==> src/rtl/lvds_rx_word_align.sv <==
// rtl/lvds_rx_word_align.sv - LVDS clock-lane word aligner driving deserializer bitslip
module lvds_rx_word_align #(
    parameter logic [6:0] PATTERN       = 7'b1100011,
    parameter int         SETTLE_CYCLES = 256,
    parameter int         SLIP_WAIT     = 4,
    parameter int         MATCH_COUNT   = 16,
    parameter int         ERR_LIMIT     = 4,
    parameter int         MAX_SLIPS     = 14,
    parameter int         RST_PULSE     = 16
) (
    input  logic       clk,
    input  logic       rst,
    input  logic       pll_lock,
    input  logic [6:0] clk_lane_data,
    output logic       bitslip,
    output logic       aligned,
    output logic       data_rst,
    output logic       pllreset_req,
    output logic [3:0] slip_cnt
);
    localparam int SET_W = $clog2(SETTLE_CYCLES + 1);
    localparam int SWT_W = $clog2(SLIP_WAIT + 1);
    localparam int MAT_W = $clog2(MATCH_COUNT + 1);
    localparam int ERR_W = $clog2(ERR_LIMIT + 1);
    localparam int RST_W = $clog2(RST_PULSE + 1);

    localparam logic [SET_W-1:0] SET_LAST  = SET_W'(SETTLE_CYCLES - 1);
    localparam logic [SWT_W-1:0] SWT_LAST  = SWT_W'(SLIP_WAIT - 1);
    localparam logic [MAT_W-1:0] MAT_LAST  = MAT_W'(MATCH_COUNT - 1);
    localparam logic [ERR_W-1:0] ERR_LAST  = ERR_W'(ERR_LIMIT - 1);
    localparam logic [RST_W-1:0] RST_LAST  = RST_W'(RST_PULSE - 1);
    localparam logic [3:0]       SLIP_MAX  = 4'(MAX_SLIPS);

    typedef enum logic [2:0] {
        ST_WAIT_LOCK,
        ST_SETTLE,
        ST_CHECK,
        ST_SLIP,
        ST_SLIP_WAIT,
        ST_ALIGNED,
        ST_PLL_RST
    } state_t;

    state_t             state_q, state_d;
    logic               lock_meta_q, lock_s_q;
    logic [SET_W-1:0]   settle_q, settle_d;
    logic [SWT_W-1:0]   swait_q, swait_d;
    logic [MAT_W-1:0]   match_q, match_d;
    logic [ERR_W-1:0]   err_q, err_d;
    logic [RST_W-1:0]   pulse_q, pulse_d;
    logic [3:0]         slip_q, slip_d;
    logic               aligned_q, aligned_d;
    logic               word_ok;

    assign word_ok = (clk_lane_data == PATTERN);

    always_ff @(posedge clk or posedge rst) begin
        if (rst) begin
            lock_meta_q <= 1'b0;
            lock_s_q    <= 1'b0;
            state_q     <= ST_WAIT_LOCK;
            settle_q    <= '0;
            swait_q     <= '0;
            match_q     <= '0;
            err_q       <= '0;
            pulse_q     <= '0;
            slip_q      <= '0;
            aligned_q   <= 1'b0;
        end else begin
            lock_meta_q <= pll_lock;
            lock_s_q    <= lock_meta_q;
            state_q     <= state_d;
            settle_q    <= settle_d;
            swait_q     <= swait_d;
            match_q     <= match_d;
            err_q       <= err_d;
            pulse_q     <= pulse_d;
            slip_q      <= slip_d;
            aligned_q   <= aligned_d;
        end
    end

    always_comb begin
        state_d      = state_q;
        settle_d     = settle_q;
        swait_d      = swait_q;
        match_d      = match_q;
        err_d        = err_q;
        pulse_d      = pulse_q;
        slip_d       = slip_q;
        bitslip      = 1'b0;
        pllreset_req = 1'b0;

        case (state_q)
            ST_WAIT_LOCK: begin
                settle_d = '0;
                swait_d  = '0;
                match_d  = '0;
                err_d    = '0;
                pulse_d  = '0;
                slip_d   = '0;
                if (lock_s_q) state_d = ST_SETTLE;
            end
            ST_SETTLE: begin
                if (settle_q == SET_LAST) begin
                    settle_d = '0;
                    state_d  = ST_CHECK;
                end else begin
                    settle_d = settle_q + 1'b1;
                end
            end
            ST_CHECK: begin
                if (word_ok) begin
                    match_d = match_q + 1'b1;
                    if (match_q == MAT_LAST) begin
                        err_d   = '0;
                        state_d = ST_ALIGNED;
                    end
                end else begin
                    match_d = '0;
                    state_d = (slip_q == SLIP_MAX) ? ST_PLL_RST : ST_SLIP;
                end
            end
            ST_SLIP: begin
                bitslip = 1'b1;
                if (slip_q != 4'hF) slip_d = slip_q + 4'd1;
                swait_d = '0;
                state_d = ST_SLIP_WAIT;
            end
            ST_SLIP_WAIT: begin
                if (swait_q == SWT_LAST) begin
                    swait_d = '0;
                    state_d = ST_CHECK;
                end else begin
                    swait_d = swait_q + 1'b1;
                end
            end
            ST_ALIGNED: begin
                if (word_ok) begin
                    err_d = '0;
                end else if (err_q == ERR_LAST) begin
                    err_d   = '0;
                    match_d = '0;
                    slip_d  = '0;
                    state_d = ST_CHECK;
                end else begin
                    err_d = err_q + 1'b1;
                end
            end
            ST_PLL_RST: begin
                pllreset_req = 1'b1;
                if (pulse_q == RST_LAST) begin
                    pulse_d = '0;
                    slip_d  = '0;
                    state_d = ST_WAIT_LOCK;
                end else begin
                    pulse_d = pulse_q + 1'b1;
                end
            end
            default: state_d = ST_WAIT_LOCK;
        endcase

        // Lock loss overrides everything decided above, including a pending slip
        if (!lock_s_q && state_q != ST_WAIT_LOCK && state_q != ST_PLL_RST) begin
            state_d  = ST_WAIT_LOCK;
            bitslip  = 1'b0;
            settle_d = '0;
            swait_d  = '0;
            match_d  = '0;
            err_d    = '0;
            pulse_d  = '0;
            slip_d   = '0;
        end

        aligned_d = (state_d == ST_ALIGNED);
    end

    assign aligned  = aligned_q;
    assign data_rst = ~aligned_q;
    assign slip_cnt = slip_q;

endmodule

==> config.mk <==
export PLATFORM = sky130hd
export DESIGN_NAME = lvds_rx_word_align
export DESIGN_NICKNAME = d
export VERILOG_FILES = /design/src/rtl/lvds_rx_word_align.sv
export SDC_FILE = /design/constraint.sdc
export NUM_CORES = 1
export LEC_CHECK = 0
export ABC_AREA = 1
export CAP_MARGIN = 25
export CORE_UTILIZATION = 51
export DETAILED_ROUTE_END_ITERATION = 10
export PLACE_DENSITY = 0.73
export SLEW_MARGIN = 20
export SYNTH_ARGS = -nofsm -noshare
export SYNTH_HDL_FRONTEND = slang
export SYNTH_SLANG_ARGS = --single-unit
export TNS_END_PERCENT = 5
==> constraint.sdc <==
create_clock -name clk -period 1.45 [get_ports clk]
set_input_delay 0.145 -clock clk [delete_from_list [all_inputs] [get_ports clk]]
set_output_delay 0.145 -clock clk [all_outputs]
set_load 0.02 [all_outputs]
==> metrics.csv <==
stage,metric,value,unit
clocking,path_clk_slew,70,ps
critical_path,rr_startpoint,match_q[1]$_DFFE_PP0P_,
clocking,htreeDepth,2,
global_routing,grt-ovfl-total,0,
synth,syn_area,2010,um2
synth,postSynthAreaPerCell,7.77,um2
floorplanning,die-area,4200,um2
drt,drt_iter0_drc,129,
clocking,clk_latency,290,ps
drt,ant_nets,0,
clocking,clock-sinks,35,
pwr,power.density,897,nW/um2
synth,syn_inst,259,
synth,ys_async_sr_fraction,100,%
global_routing,grt_pass1_wl,7.56,mm
finish,layout_commonest_cell,nand2_1,
sta,finalMaxSlewViolations,0,
outcome,violations,setup timing,
sta,finalWorstPathRequiredPeriod,1540,ps
floorplanning,pin_count,18,
critical_path,crit_required,1680,ps
sta,setup_tns,-273,ps
critical_path,worstPathArrival,1760,ps
finish,synthToLayoutAreaGrowth,38.0,%
placed_design,io_buffers,17,
outcome,status,"finished, violations left",
drt,firstDrtPassIters,4,
synth,syn-num-nets,277,
critical_path,cp_max_fo,4,
critical_path,slowest_stage,dfrtp_1,
drt,vias,1898,
synth,synth_flop_cell,dfrtp_1,
clocking,cts_buffers,5,
min_path,hold_path.class,in2async,
critical_path,cp-end-kind,register,
floorplanning,die_x,64.8,um
critical_path,path_class,reg2reg,
floorplanning,rows,22,
synth,ys_ff_latch,35,
run,cap_violations,0,
global_routing,grt_max_degree,36,
sta,fmax,0.650,GHz
finish,layout-drive-gt1-share,32.5,%
floorplanning,die_h,64.8,um
floorplanning,start_util,54.2,%
sta,clock_skew,6.17,ps
placed_design,pre_cts_ws,-196,ps
critical_path,cp-startpoint,match_q[1]$_DFFE_PP0P_,
finish,layout_common_cells,"nand2_1 (55), buf_4 (39), dfrtp_1 (35)",
sta,worstMarginPinSlew,392,ps
pwr,fin_total_pwr,2.49,mW
sta,relSlewSlack,73.8,%
synth,ys_types,32,
global_routing,grt_antenna_before_repair,0,
finish,diodes,0,
global_routing,grt_pass1_vias,1805,
critical_path,slowest_delay,350,ps
synth,synth_seq_area_share,43.5,%
critical_path,startpoint_type,register,
pwr,leakage,1.45,nW
critical_path,crit_path_frequent_cell,nand2_2,
critical_path,path_cells,"ha_2, nand2_2, nor2_2, ha_2, inv_4, nand2_2, nand3_2, nand2_1, nand2_1, nand3_1, nand2_2, nor2_2",
finish,nets,344,
placed_design,hpwl,3.36,mm
drt,drt-total-wl,4.50,mm
floorplanning,core,3720,um2
clocking,hold_buffers,0,
sta,hold_violations,0,
sta,setup_ws,-87.4,ps
pwr,peakVddDrop,581,uV
synth,synth_edf_count,0,
clocking,clockBufferDepth,2,
global_routing,track_usage,23.6,%
drt,wire_per_inst,12.0,um
sta,post-route-period-util,106,%
clocking,clock-root-buffer,clkbuf_8,
synth,synth_warnings,0,
sta,rsz0062_at_grt,true,
drt,viasPerCell,5.07,
sta,setup_viol,8,
clocking,tritoncts,built,
sta,fin_hold_ws,195,ps
drt,drc,0,
placed_design,finalWeightedCongestion,0.884,
flip-flops by register name (all words and copies together), names as in the netlist:
name / count
settle_q: 9
swait_q: 3
err_q: 3
state_q: 3
aligned: 1
lock_meta_q: 1
slip_cnt: 4
lock_s_q: 1
match_q: 5
pulse_q: 5
stage by stage:
| stage | instances | area [um2] | util, % |
|---|---|---|---|
| finish | 374 | 2780 | 74.7 |
| global route | 374 | 2780 | 74.7 |
| CTS | 373 | 2660 | 71.6 |
| detailed placement | 366 | 2570 | 69.2 |
| global placement | 366 | 2570 | 69.2 |
| floorplan | 259 | 2010 | - |
power breakdown:
group,internal [mW],total (mW),switching [mW]
Combinational,0.310,0.742,0.432
Clock,0.372,0.714,0.342
Sequential,1.01,1.04,0.0228
Total,1.70,2.49,0.797
synth_stat cells, drive strengths merged (2+ instances only):
master	count	area, um2
a21oi	8	40.0
nor3	4	36.3
dfrtp	35	876
o21ai	14	77.6
nand3	31	183
inv	41	154
nand2	68	265
xor2	5	43.8
ha	8	100
o21a	2	15.0
nand3b	2	18.8
nand4	3	18.8
nor2	29	119
what timing repair did:
action                     CTS  global route
setup endpoints to repair   20            31
hold endpoints to repair     0             0
pin swaps                    0            16
buffers inserted             0             1
gates resized for setup     20            37
worst paths after layout:
kind / end / slack [ps] / cells past startpoint
min in group clk: lock_meta_q$_DFF_PP0_ / 300 / 1
max in group asynchronous: pulse_q[0]$_DFFE_PP0P_ / 1080 / 3
max reg2reg: aligned$_DFF_PP0_ / -90 / 12
min: swait_q[0]$_DFFE_PP0P_ / 200 / 3
max: aligned$_DFF_PP0_ / -90 / 12
min reg2reg: lock_s_q$_DFF_PP0_ / 350 / 0
logic make-up (layout without fill, tap and decap cells):
| family | after synthesis | in the layout | share of synthesized area, % |
|---|---|---|---|
| simple gates | 138 | 138 | 32.1 |
| buf+inv | 41 | 108 | 7.64 |
| flops | 35 | 35 | 43.5 |
| compound gates | 32 | 32 | 9.57 |
| fa+ha+maj | 8 | 8 | 4.97 |
| xor+xnor | 5 | 5 | 2.18 |
final cells by class:
cell class | instances | area, um2
clock inverters | 1 | 5.00
inverters | 41 | 159
fillers | 278 | 938
multi-input cells | 183 | 1090
repair buffers | 60 | 500
clock buffers | 6 | 82.6
well taps | 48 | 60.1
flip-flops and latches | 35 | 876
critical path, delay by kind of cell, from the launching register on:
family | cells | cell delay, ps
simple gates | 9 | 690
fa+ha+maj | 2 | 390
flops | 1 | 350
buf+inv | 1 | 50
metal layers:
layer | routed length [um] | track usage (%) | vias to the layer above
li1 | - | - | 969
met1 | 1990 | 29.5 | 887
met2 | 2270 | 39.1 | 32
met3 | 122 | 5.28 | 10
met4 | 108 | 10.0 | 0
met5 | 0 | 0 | -
(Power assumes the default switching activity.)
